### config.mk
export PLATFORM = sky130hd
export DESIGN_NAME = man_align_pipe
export DESIGN_NICKNAME = d
export VERILOG_FILES = /design/src/rtl/fp_align_pkg.sv /design/src/rtl/man_lane_shift.sv /design/src/rtl/man_align_pipe.sv
export SDC_FILE = /design/constraint.sdc
export NUM_CORES = 1
export LEC_CHECK = 0
export CORE_ASPECT_RATIO = 0.6
export CORE_MARGIN = 8
export CORE_UTILIZATION = 30
export CTS_CLUSTER_DIAMETER = 60
export CTS_CLUSTER_SIZE = 28
export DETAILED_ROUTE_END_ITERATION = 6
export PLACE_DENSITY = 0.57
export SLEW_MARGIN = 20
export SYNTH_ARGS = -nofsm -noshare
export SYNTH_HDL_FRONTEND = slang
export SYNTH_SLANG_ARGS = --single-unit
### constraint.sdc
create_clock -name clk -period 3.9 [get_ports clk]
set_input_delay 0.585 -clock clk [delete_from_list [all_inputs] [get_ports clk]]
set_output_delay 0.585 -clock clk [all_outputs]
set_load 0.05 [all_outputs]
### src/rtl/fp_align_pkg.sv
// Shared width and lane-slicing helpers for the mantissa alignment and
// adder-tree blocks.
package fp_align_pkg;

   // Output lane width: sign/overflow headroom + hidden bit + mantissa + guard zeros.
   function automatic int ow_f(input int sig_w, input int low_exp);
      return sig_w + 4 + low_exp;
   endfunction

   // Magnitude width: output lane minus the sign bit.
   function automatic int mw_f(input int sig_w, input int low_exp);
      return ow_f(sig_w, low_exp) - 1;
   endfunction

   // LSB index of lane 'lane' in a flat bus of 'w'-bit lanes.
   function automatic int lane_lo(input int lane, input int w);
      return lane * w;
   endfunction

   // Smallest power of two >= n, used to size balanced reduction trees.
   function automatic int pow2_ceil(input int n);
      int p;
      p = 1;
      while (p < n) p = p * 2;
      return p;
   endfunction

endpackage

### src/rtl/man_lane_shift.sv
// One lane of the aligner: right-shift of the hidden-bit magnitude by the
// exponent offset, sticky collection, saturation and output formatting.
module man_lane_shift
   import fp_align_pkg::*;
#(
   parameter int EXP_W   = 3,
   parameter int SIG_W   = 3,
   parameter int LOW_EXP = 2,
   localparam int OW     = ow_f(SIG_W, LOW_EXP),
   localparam int MW     = mw_f(SIG_W, LOW_EXP)
) (
   input  logic [SIG_W-1:0] man_i,
   input  logic [EXP_W-1:0] off_i,
   input  logic             sign_i,
   input  logic             tc_i,
   output logic [OW-1:0]    lane_o,
   output logic             sticky_o
);

   logic [MW-1:0]   mag;
   logic [MW-1:0]   mag_sh;
   logic [2*MW-1:0] wide;
   logic [OW-1:0]   ext;
   logic            sat;

   // Shift with a zero-extended window so the discarded bits land in the low half.
   always_comb begin
      mag      = MW'({3'b001, man_i}) << LOW_EXP;
      sat      = 32'(off_i) >= MW;
      wide     = {mag, {MW{1'b0}}} >> off_i;
      mag_sh   = sat ? '0 : wide[2*MW-1:MW];
      sticky_o = sat ? 1'b1 : |wide[MW-1:0];
      ext      = {1'b0, mag_sh};
      if (tc_i) lane_o = sign_i ? (OW'(0) - ext) : ext;
      else      lane_o = {sign_i, mag_sh};
   end

endmodule

### src/rtl/man_align_pipe.sv
// Two-stage mantissa aligner: stage 1 finds the common (max) exponent and
// per-lane offsets, stage 2 registers the shifted/formatted lanes.
// Valid/ready handshake on both ends with full-throughput back-pressure.
module man_align_pipe
   import fp_align_pkg::*;
#(
   parameter int LANES   = 4,
   parameter int EXP_W   = 3,
   parameter int SIG_W   = 3,
   parameter int LOW_EXP = 2,
   localparam int OW     = ow_f(SIG_W, LOW_EXP)
) (
   input  logic                   clk,
   input  logic                   rst,
   input  logic                   in_valid,
   output logic                   in_ready,
   input  logic [LANES*EXP_W-1:0] exp_in,
   input  logic [LANES*SIG_W-1:0] man_in,
   input  logic [LANES-1:0]       sign_in,
   input  logic                   tc_mode,
   output logic                   out_valid,
   input  logic                   out_ready,
   output logic [LANES*OW-1:0]    man_out,
   output logic [LANES-1:0]       sticky_out,
   output logic [EXP_W-1:0]       exp_max
);

   localparam int P = pow2_ceil(LANES);

   // Balanced max tree; unused leaves hold 0, the identity for unsigned max.
   function automatic logic [EXP_W-1:0] max_tree(input logic [LANES*EXP_W-1:0] e);
      logic [EXP_W-1:0] t [2*P];
      for (int k = 0; k < 2*P; k++) t[k] = '0;
      for (int i = 0; i < LANES; i++) t[P+i] = e[lane_lo(i, EXP_W) +: EXP_W];
      for (int k = P-1; k >= 1; k--) t[k] = (t[2*k] > t[2*k+1]) ? t[2*k] : t[2*k+1];
      return t[1];
   endfunction

   logic                         s1_vld_q, s2_vld_q;
   logic                         s1_adv, s2_adv;
   logic [EXP_W-1:0]             exp_mx_d, exp1_q, exp2_q;
   logic [LANES-1:0][EXP_W-1:0]  off_d, off_q;
   logic [LANES-1:0][SIG_W-1:0]  man1_q;
   logic [LANES-1:0]             sign1_q;
   logic                         tc1_q;
   logic [LANES-1:0][OW-1:0]     lane_d, man2_q;
   logic [LANES-1:0]             sticky_d, sticky2_q;

   assign s2_adv   = !s2_vld_q | out_ready;
   assign s1_adv   = !s1_vld_q | s2_adv;
   assign in_ready = s1_adv;

   // Common exponent and per-lane distance from it.
   always_comb begin
      exp_mx_d = max_tree(exp_in);
      for (int i = 0; i < LANES; i++)
         off_d[i] = exp_mx_d - exp_in[lane_lo(i, EXP_W) +: EXP_W];
   end

   // Stage 1 register: loads whenever it is free or draining into stage 2.
   always_ff @(posedge clk or posedge rst) begin
      if (rst) begin
         s1_vld_q <= 1'b0;
         exp1_q   <= '0;
         off_q    <= '0;
         man1_q   <= '0;
         sign1_q  <= '0;
         tc1_q    <= 1'b0;
      end else if (s1_adv) begin
         s1_vld_q <= in_valid;
         if (in_valid) begin
            exp1_q  <= exp_mx_d;
            off_q   <= off_d;
            man1_q  <= man_in;
            sign1_q <= sign_in;
            tc1_q   <= tc_mode;
         end
      end
   end

   for (genvar g = 0; g < LANES; g++) begin : g_lane
      man_lane_shift #(
         .EXP_W   (EXP_W),
         .SIG_W   (SIG_W),
         .LOW_EXP (LOW_EXP)
      ) u_lane (
         .man_i    (man1_q[g]),
         .off_i    (off_q[g]),
         .sign_i   (sign1_q[g]),
         .tc_i     (tc1_q),
         .lane_o   (lane_d[g]),
         .sticky_o (sticky_d[g])
      );
   end

   // Stage 2 register: output data held stable until the consumer takes it.
   always_ff @(posedge clk or posedge rst) begin
      if (rst) begin
         s2_vld_q  <= 1'b0;
         man2_q    <= '0;
         sticky2_q <= '0;
         exp2_q    <= '0;
      end else if (s2_adv) begin
         s2_vld_q <= s1_vld_q;
         if (s1_vld_q) begin
            man2_q    <= lane_d;
            sticky2_q <= sticky_d;
            exp2_q    <= exp1_q;
         end
      end
   end

   assign out_valid  = s2_vld_q;
   assign man_out    = man2_q;
   assign sticky_out = sticky2_q;
   assign exp_max    = exp2_q;

endmodule

==> results.yml, run 1 <==
run_status:
  status: "finished clean"
clock_tree:
  clkLatencyLatePin_ns: 0.33
  cts_made_buffers: 9
  cts_hold_buf: 0
  cts_tree: "yes"
  cts.clk_slew.worst_paths_ns: 0.06
  cts.path.max_buffers: 2
  cts.htree.levels: 3
  ctsRootBufferMaster: "clkbuf_16"
  cts.sink_count: 77
timing:
  max_slew.worst_pin.slew_ns: 0.676
  hold_viol: 0
  clock.fmax_mhz: 264
  drv_slew: 0
  timing.hold.ws_ns: 0.477
  period_share_pct: 97.1
  setup_viol: 0
  period_minus_slack_ns: 3.79
  fin_setup_tns_ns: 0
  relSlewSlack_pct: 54.8
  finClkSkew_ns: 0.00884
placed_design:
  dp_hpwl_mm: 9.67
  placed_cells: 823
  gp_congestion: 0.818
  port_buffers: 77
  post_dp_cell_area_um2: 5850
floorplan:
  fp.coreArea_um2: 15400
  dieHeight_um: 113
  dieArea_um2: 20100
  start_util_pct: 30.7
  rows: 35
  fp.dieW_um: 178
  num_io_pins: 78
power_and_ir_drop:
  power_mw: 4.76
  pwr-share-clk_pct: 16.5
  p_comb_share_pct: 53.2
  p_switching_mw: 2.17
  power.internal_mw: 2.59
  ir_drop_mv: 0.444
  pwr-share-seq_pct: 30.3
  power_density_nw_per_um2: 724
  leakage_nw: 2.91
  p_sw_share_pct: 45.6
grt:
  grt_max_degree: 40
  antenna_found_initial: 0
  grt.total_usage_pct: 13.7
  grt_pass1_wl_mm: 22.4
  grt_pass1_vias: 4404
  gr-total-overflow: 0
route:
  highest_layer: "met4"
  viasPerCell: 4.98
  wl_met2_mm: 6.06
  met3_length_um: 870
  dr.first_iter.drc_count: 269
  wl_per_cell_um: 15.7
  drt_wl_total_mm: 13.5
  drc_errors: 0
  drtPass1Iterations: 4
  wl_met1_mm: 6.47
  vias: 4291
  ant_nets: 0
logic_synthesis:
  synth_fp_nets: 598
  synth_edf_count: 0
  seq_area_frac_synth_pct: 40.9
  synth.distinct_cells: 63
  syn_area_um2: 4710
  ys.warnings.count: 0
  ys_ff_latch: 77
  synth.avg_cell_area_um2: 8.66
  synthFlopType: "dfrtp_1"
  postSynth.asyncResetShare_pct: 100
  synthesis.instances: 544
min_path:
  min_to: "man_out[13]"
  min_from: "man_out[13]"
  hold_depth: 2
  worst_hold_path_type: "flip-flop to flip-flop"
layout:
  n_antenna_cell: 0
  fillCellCount: 1484
  area_delta_synth_final_pct: 39.4
  drive_above_1_share_pct: 22.5
  layout.nets: 707
  fin_cells: 861
  final_area_um2: 6570
job:
  maxCapViolCount: 0
critical_path:
  rr_endpoint: "man_out[26]"
  critPathMaxFanout: 3
  crit_type: "primary input to flip-flop"
  worstPathRequired_ns: 4.15
  r2r_slack_ns: 1.59
  cp-end-kind: "flip-flop"
  start_kind: "primary input"
  reg2regPathDepth: 6
  rr_startpoint: "off_q[7]"
  arrival_ns: 4.03
layout by cell type, fill, tap and decap left out, types with 4 or more instances in the layout:
cell type	Yosys	layout
nand3b_1	7	7
nor3b_1	4	4
nand3_1	9	8
ha_4	0	9
nor3_1	6	6
o21bai_1	5	5
nor2_1	31	28
fa_2	0	4
nor2_4	0	4
buf_4	1	56
a31oi_1	12	10
clkbuf_16	0	9
nand2_1	122	120
ha_2	0	4
inv_2	0	8
nand2b_1	6	4
or3_1	6	6
clkbuf_2	0	10
inv_1	17	8
a211oi_1	10	10
xor2_1	5	5
dfrtp_1	77	77
ha_1	17	4
a21o_1	19	19
a21oi_1	22	20
o21ai_1	9	12
mux2i_1	4	4
o31ai_1	8	8
clkinv_2	0	4
xnor2_1	8	5
o21ai_0	41	35
clkdlybuf4s50_1	0	65
worst max-delay path, stage by stage:
cell	delay [ns]
clkbuf_2	0.12
inv_2	0.05
ha_4	0.25
and3_4	0.18
or2_4	0.26
o21a_1	0.19
ha_2	0.19
nor2b_4	0.12
a221oi_4	0.07
a31oi_2	0.19
buf_4	0.16
o211a_1	0.16
or2_4	0.15
buf_4	0.12
ha_4	0.12
inv_2	0.04
fa_2	0.40
xnor2_2	0.15
or3_1	0.37
a31oi_1	0.16
stage by stage:
step / utilization, % / setup slack (ns)
floorplan: - / 0.0263
finish: 42.7 / 0.115
global route: 42.7 / -0.0167
detailed placement: 38.0 / -0.717
CTS: 42.0 / 0.0168
global placement: 38.0 / -0.507
cells in the mapped netlist (3+ instances only):
library cell / n / area, µm²
a211o_1: 3 / 26.3
a211oi_1: 10 / 75.1
a21o_1: 19 / 143
a21oi_1: 22 / 110
a31oi_1: 12 / 75.1
and2_1: 3 / 18.8
and3_1: 4 / 25.0
buf_1: 4 / 15.0
buf_2: 9 / 45.0
clkbuf_1: 21 / 78.8
dfrtp_1: 77 / 1930
fa_1: 4 / 80.1
ha_1: 17 / 213
inv_1: 17 / 63.8
mux2i_1: 4 / 40.0
nand2_1: 122 / 458
nand2b_1: 6 / 37.5
nand3_1: 9 / 45.0
nand3b_1: 7 / 52.6
nor2_1: 31 / 116
nor2b_1: 4 / 25.0
nor3_1: 6 / 30.0
nor3b_1: 4 / 30.0
nor4_1: 3 / 18.8
o2111a_1: 3 / 33.8
o21ai_0: 41 / 205
o21ai_1: 9 / 45.0
o21bai_1: 5 / 37.5
o31ai_1: 8 / 60.1
or3_1: 6 / 37.5
xnor2_1: 8 / 70.1
xor2_1: 5 / 43.8
worst max path at each step:
stage,end,from,slack [ns]
2_1_floorplan,off_q[8],exp_in[4],0.03
3_3_place_gp,off_q[8],exp_in[4],-0.51
3_5_place_dp,off_q[11],exp_in[10],-0.72
4_1_cts,off_q[2],exp_in[1],0.02
5_1_grt,off_q[11],exp_in[4],-0.02
6_report,off_q[11],exp_in[5],0.11
cell type report:
| class | instances | area (µm²) | area share (%) |
|---|---|---|---|
| Multi-Input combinational cell | 414 | 2880 | 43.9 |
| Timing Repair Buffer | 134 | 1160 | 17.7 |
| Clock buffer | 12 | 256 | 3.91 |
| Sequential cell | 77 | 1930 | 29.3 |
| Inverter | 17 | 65.1 | 0.991 |
| Tap cell | 203 | 254 | 3.87 |
| Clock inverter | 4 | 22.5 | 0.343 |
sequential cells by signal, indices dropped and copies added, names as in the netlist, 3 cells and up:
name / flops
man1_q: 12
exp1_q: 3
man_out: 36
exp_max: 3
sticky_out: 4
sign1_q: 4
off_q: 12
what timing repair did:
item / CTS / global route
setup buffers: 15 / 8
gates resized for setup: 56 / 43
endpoints found under the hold margin: 0 / 0
setup endpoints to repair: 8 / 4
pin swaps: 15 / 22
power groups by stage:
stage / Combinational [mW] / Clock, mW / Sequential, mW
finish: 2.53 / 0.786 / 1.44
global route: 2.75 / 0.845 / 1.50
CTS: 2.47 / 0.808 / 1.43
detailed placement: 2.31 / 0 / 1.44
global placement: 2.26 / 0 / 1.43
floorplan: 1.18 / 0 / 1.83
metal layers:
layer	GRT usage, %	vias to the layer above
met5	0	-
met4	2.71	0
met3	4.19	14
met2	21.1	98
met1	18.7	2039
li1	-	2140
cell families after synthesis:
| logic type | after synthesis | share of synthesized area (%) |
|---|---|---|
| AOI/OAI and AO/OA | 160 | 23.7 |
| xor gates and xnor gates | 13 | 2.42 |
| buffers and inverters | 53 | 4.70 |
| and+or+nand+nor | 214 | 20.6 |
| DFF | 77 | 40.9 |
| muxes | 6 | 1.49 |
| adders and majority gates | 21 | 6.21 |
Note: power is estimated with default switching activity, not from simulation.
==> run 2: changes to the inputs <==
--- a/config.mk
+++ b/config.mk
@@ -5,13 +5,15 @@
 export SDC_FILE = /design/constraint.sdc
 export NUM_CORES = 1
 export LEC_CHECK = 0
+export CELL_PAD_IN_SITES_DETAIL_PLACEMENT = 0
+export CELL_PAD_IN_SITES_GLOBAL_PLACEMENT = 1
 export CORE_ASPECT_RATIO = 0.6
 export CORE_MARGIN = 8
-export CORE_UTILIZATION = 30
+export CORE_UTILIZATION = 44
 export CTS_CLUSTER_DIAMETER = 60
 export CTS_CLUSTER_SIZE = 28
 export DETAILED_ROUTE_END_ITERATION = 6
-export PLACE_DENSITY = 0.57
+export PLACE_DENSITY = 0.94
 export SLEW_MARGIN = 20
 export SYNTH_ARGS = -nofsm -noshare
 export SYNTH_HDL_FRONTEND = slang
==> run 2 against run 1 <==
Compared with the run above: critical path depth is 1 higher; routed wire length is 6.5% lower; global-route usage is 4.4 points higher; die area is 28% lower; largest cell class unchanged; sequential cell count stayed put; worst hold slack worse by 0.0025 ns; largest power group unchanged; highest routed layer unchanged; clock power is 5.6% lower.
==> results.yml, run 2 (synthesized netlist as in run 1, its figures left out) <==
run_status:
  status: "finished clean"
route:
  wl_per_cell_um: 16.0
  dr.first_iter.drc_count: 279
  drt_wl_total_mm: 12.7
  viasPerCell: 5.51
  vias: 4360
  drc_errors: 0
  drtPass1Iterations: 4
  ant_nets: 0
clock_tree:
  cts.clk_slew.worst_paths_ns: 0.06
  cts.htree.levels: 3
  cts.path.max_buffers: 2
  ctsRootBufferMaster: "clkbuf_16"
  clkLatencyLatePin_ns: 0.34
  cts_made_buffers: 9
  cts.sink_count: 77
  cts_tree: "yes"
timing:
  drv_slew: 0
  clock.fmax_mhz: 261
  setup_viol: 0
  relSlewSlack_pct: 44.5
  period_minus_slack_ns: 3.82
  hold_viol: 0
  finClkSkew_ns: 0.00535
  max_slew.worst_pin.slew_ns: 0.831
  worst_slack_ns: 0.0756
  period_share_pct: 98.1
layout:
  largest_reg_flops: 36
  layout_commonest_cell: "nand2_1"
  n_antenna_cell: 0
  area_delta_synth_final_pct: 34.9
  fin_cells: 792
  drive_above_1_share_pct: 21.1
  layout.nets: 703
  fillCellCount: 919
  layout_common_cells: "nand2_1, dfrtp_1, clkdlybuf4s50_1"
critical_path:
  path_common_cell: "buf_4"
  worstPathRequired_ns: 4.16
  crit_type: "primary input to flip-flop"
  cp-end-kind: "flip-flop"
  slowest_delay_ns: 0.39
  path_cells: "clkbuf_2, ha_4, nand2b_4, a21oi_4, a21oi_2, buf_4, buf_4, buf_4, buf_4, buf_4, buf_4, buf_4, buf_4, buf_4, buf_4, a311oi_4, nor2_4, fa_2, xnor2_2, or3_1, a31oi_1"
  rr_endpoint: "man_out[26]"
  reg2regPathDepth: 6
  start_kind: "primary input"
  critPathMaxFanout: 6
  arrival_ns: 4.08
  rr_startpoint: "off_q[7]"
  crit_path_top_delay_cell: "fa_2"
  r2r_slack_ns: 1.64
  cp-startpoint: "exp_in[7]"
grt:
  grt.total_usage_pct: 18.1
  antenna_found_initial: 0
  use_met1_pct: 24.0
  grt_pass1_vias: 4259
  grt_max_degree: 47
  grt_pass1_wl_mm: 21.0
  gr-usage-met3_pct: 4.93
  grt_use_met2_pct: 28.0
  gr-total-overflow: 0
  busiest_layer: "met2"
min_path:
  worst_hold_path_type: "flip-flop to flip-flop"
  min_from: "man_out[25]"
  hold_depth: 1
  min_to: "man_out[25]"
floorplan:
  num_io_pins: 78
  rows: 29
  dieHeight_um: 96.2
  fp.coreArea_um2: 10500
  fp.dieW_um: 150
  dieArea_um2: 14400
  start_util_pct: 44.9
job:
  maxCapViolCount: 0
power_and_ir_drop:
  ir_drop_mv: 0.484
  power_density_nw_per_um2: 723
  leakage_nw: 2.87
placed_design:
  port_buffers: 77
  dp_slack_ns: -0.767
  gp_congestion: 0.822
  dp_hpwl_mm: 8.68
  placed_cells: 754
==> run 2: changes by cell type in the layout (fill, tap and decap cells not counted), moves of 2 or more <==
cell      delta
nor2_2       +2
clkbuf_8     -2
nor2_4       -2
ha_4         -2
buf_4        -3
ha_1         +3
==> run 2: power breakdown <==
group          internal [mW]  switching, mW
combinational          0.996           1.43
sequential              1.06          0.376
clock                  0.423          0.319
==> run 2: cell type report <==
class	count	area, µm²	share of cell area, %
Clock buffer	10	229	3.60
Clock inverter	5	28.8	0.453
Inverter	17	63.8	1.00
Multi-Input combinational cell	414	2810	44.2
Sequential cell	77	1930	30.3
Tap cell	139	174	2.74
Timing Repair Buffer	130	1120	17.7
==> run 2: worst max path at each step <==
stage | slack [ns] | end | depth (start not counted)
3_5_place_dp | -0.77 | off_q[5] | 18
2_1_floorplan | 0.03 | off_q[8] | 17
4_1_cts | 0.001 | off_q[5] | 21
6_report | 0.08 | off_q[8] | 21
5_1_grt | -0.03 | off_q[5] | 21
3_3_place_gp | -0.49 | off_q[2] | 18
==> run 2: what timing repair did <==
action | 4_1_cts | 5_1_grt
pin swaps | 20 | 21
hold buffers | 0 | 0
gates resized for setup | 52 | 40
setup endpoints to repair | 8 | 4
cloned | 0 | 0
setup buffers | 19 | 5
==> run 2: per-stage QoR <==
stage	cell area (µm²)	hold slack (ns)	TNS, ns	utilization [%]	total power [mW]
after floorplan	4710	0.439	0	-	3.01
after global placement	5740	0.456	-2.77	54.7	3.63
after detailed placement	5740	0.466	-5.04	54.7	3.70
after CTS	6320	0.479	0	60.3	4.59
after global routing	6360	0.492	-0.0471	60.6	4.89
final	6360	0.474	0	60.6	4.60
==> run 2: critical path: cells and delay by family <==
family	cells	cell delay (ns)
buf+inv	11	1.35
simple gates	3	0.57
xor+xnor	1	0.15
fa+ha+maj	2	0.68
compound gates	4	0.74
==> run 2: per-layer routing <==
layer,part of all wire (%),vias up
li1,-,2137
met3,7.3,28
met5,0,-
met4,2.2,0
met2,43,129
met1,47,2066
==> run 3: changes to the inputs <==
--- a/config.mk
+++ b/config.mk
@@ -8,7 +8,7 @@
 export CELL_PAD_IN_SITES_DETAIL_PLACEMENT = 0
 export CELL_PAD_IN_SITES_GLOBAL_PLACEMENT = 1
 export CORE_ASPECT_RATIO = 0.6
-export CORE_MARGIN = 8
+export CORE_MARGIN = 2
 export CORE_UTILIZATION = 44
 export CTS_CLUSTER_DIAMETER = 60
 export CTS_CLUSTER_SIZE = 28
==> run 3 against run 2 <==
Compared with the run above: maximum frequency up 1.7%; via count down 1.8%; non-clock buffer count shrank 14; die area down 19%; final cell count decreased by 1.6%; global-route usage rose by 3.5 points; setup slack better by 0.064 ns; sequential cell count did not move; design area down 0.16%; largest power group unchanged.
==> results.yml, run 3 (synthesized netlist as in run 1, its figures left out) <==
run_status:
  status: "finished clean"
critical_path:
  reg2regPathDepth: 6
  worstPathRequired_ns: 4.16
  path_common_cell: "ha_4"
  crit_type: "primary input to flip-flop"
  arrival_ns: 4.02
  cp-end-kind: "flip-flop"
  start_kind: "primary input"
  path_cells: "clkbuf_2, inv_2, ha_4, nand2b_4, o2bb2ai_4, or2_4, o21ai_4, ha_4, a221oi_4, a31oi_4, buf_6, buf_4, a311oi_4, nor2_4, fa_2, xnor2_1, or3_1, a31oi_1"
  r2r_slack_ns: 1.67
  critPathMaxFanout: 5
  rr_endpoint: "man_out[26]"
  crit_path_top_delay_cell: "fa_2"
  rr_startpoint: "off_q[7]"
  slowest_delay_ns: 0.37
grt:
  antenna_found_initial: 0
  grt.total_usage_pct: 21.6
  grt_pass1_wl_mm: 19.7
  gr-total-overflow: 0
  grt_pass1_vias: 4041
  grt_max_degree: 47
timing:
  relSlewSlack_pct: 45.4
  drv_slew: 0
  finClkSkew_ns: 0.00766
  period_minus_slack_ns: 3.76
  setup_viol: 0
  clock.fmax_mhz: 266
  hold_viol: 0
  max_slew.worst_pin.slew_ns: 0.817
  period_share_pct: 96.4
  timing.hold.ws_ns: 0.459
route:
  vias: 4281
  drtPass1Iterations: 5
  viasPerCell: 5.50
  drt_wl_total_mm: 11.9
  ant_nets: 0
  wl_per_cell_um: 15.3
  drc_errors: 0
  dr.first_iter.drc_count: 304
layout:
  n_antenna_cell: 0
  drive_above_1_share_pct: 19.5
  layout.nets: 689
  layout_common_cells: "nand2_1, dfrtp_1, clkdlybuf4s50_1"
  largest_reg_flops: 36
  area_delta_synth_final_pct: 34.7
  layout_commonest_cell: "nand2_1"
floorplan:
  fp.dieW_um: 138
  fp.coreArea_um2: 10500
  start_util_pct: 44.9
  rows: 29
  dieArea_um2: 11600
  num_io_pins: 78
  dieHeight_um: 84.2
placed_design:
  port_buffers: 77
  dp_hpwl_mm: 8.23
  gp_congestion: 0.880
min_path:
  worst_hold_path_type: "flip-flop to flip-flop"
  hold_depth: 2
  min_to: "exp_max[2]"
  min_from: "exp1_q[2]"
power_and_ir_drop:
  power_density_nw_per_um2: 731
  power_mw: 4.64
  ir_drop_mv: 0.432
  leakage_nw: 2.81
clock_tree:
  clkLatencyLatePin_ns: 0.34
  cts_hold_buf: 0
  cts.clk_slew.worst_paths_ns: 0.06
  cts.path.max_buffers: 2
  cts_made_buffers: 9
  ctsRootBufferMaster: "clkbuf_16"
  cts.htree.levels: 3
  cts_tree: "yes"
  cts.sink_count: 77
job:
  maxCapViolCount: 0
[run 3: cell count changes in the layout (fill, tap and decap cells not counted), moves of 2 or more]
cell | previous run | this run
buf_4 | 53 | 36
clkinv_2 | 4 | 0
clkinvlp_4 | 0 | 3
buf_6 | 0 | 2
clkbuf_8 | 0 | 2
ha_2 | 3 | 1
ha_4 | 7 | 9
o21ai_1 | 13 | 11
[run 3: worst max-delay path by stage]
stage / from / endpoint / slack (ns)
2_1_floorplan: exp_in[4] / off_q[8] / 0.03
3_3_place_gp: exp_in[4] / off_q[2] / -0.48
3_5_place_dp: exp_in[4] / off_q[8] / -0.80
4_1_cts: exp_in[4] / off_q[8] / 0.02
5_1_grt: exp_in[4] / off_q[11] / -0.03
6_report: exp_in[4] / off_q[8] / 0.14
[run 3: area by class of cell]
type / instances / area (µm²)
fillers: 873 / 4140
multi-input cells: 414 / 2870
flip-flops and latches: 77 / 1930
repair buffers: 116 / 1030
clock buffers: 12 / 256
well taps: 139 / 174
inverters: 17 / 63.8
clock inverters: 4 / 31.3
[run 3: critical path: cells and delay by family]
| kind | cells | cell delay, ns |
|---|---|---|
| adder cells (fa/ha/maj) | 3 | 0.88 |
| XOR/XNOR | 1 | 0.13 |
| buffers and inverters | 4 | 0.42 |
| AND/OR/NAND/NOR | 4 | 0.77 |
| AO/OA/AOI/OAI | 6 | 1.20 |
[run 3: per-stage QoR]
step	setup TNS (ns)	instances	instance area (µm²)	setup WS (ns)	util (%)
2_1_floorplan	0	544	4710	0.0263	-
3_3_place_gp	-2.62	755	5750	-0.480	54.8
3_5_place_dp	-5.15	755	5750	-0.797	54.8
4_1_cts	0	776	6270	0.0208	59.8
5_1_grt	-0.0382	779	6350	-0.0253	60.5
6_report	0	779	6350	0.139	60.5
[run 3: per-layer routing]
layer | vias up | GRT usage (%) | part of all wire, % | wire [µm]
met1 | 2056 | 31.1 | 48 | 5770
met4 | 0 | 4.40 | 0.86 | 103
li1 | 2114 | - | - | -
met2 | 102 | 33.1 | 45 | 5380
met5 | - | 0 | 0 | 0
met3 | 9 | 5.37 | 5.5 | 659
[run 3: repair_timing]
| action | CTS | global route |
|---|---|---|
| gates resized for setup | 54 | 43 |
| buffers inserted | 5 | 3 |
| endpoints found under the setup margin | 8 | 4 |
| pin swaps | 19 | 19 |
[run 3: where the power goes]
part | internal, mW | switching, mW
clock | 0.468 | 0.327
combinational | 0.995 | 1.42
sequential | 1.06 | 0.370
total | 2.52 | 2.12
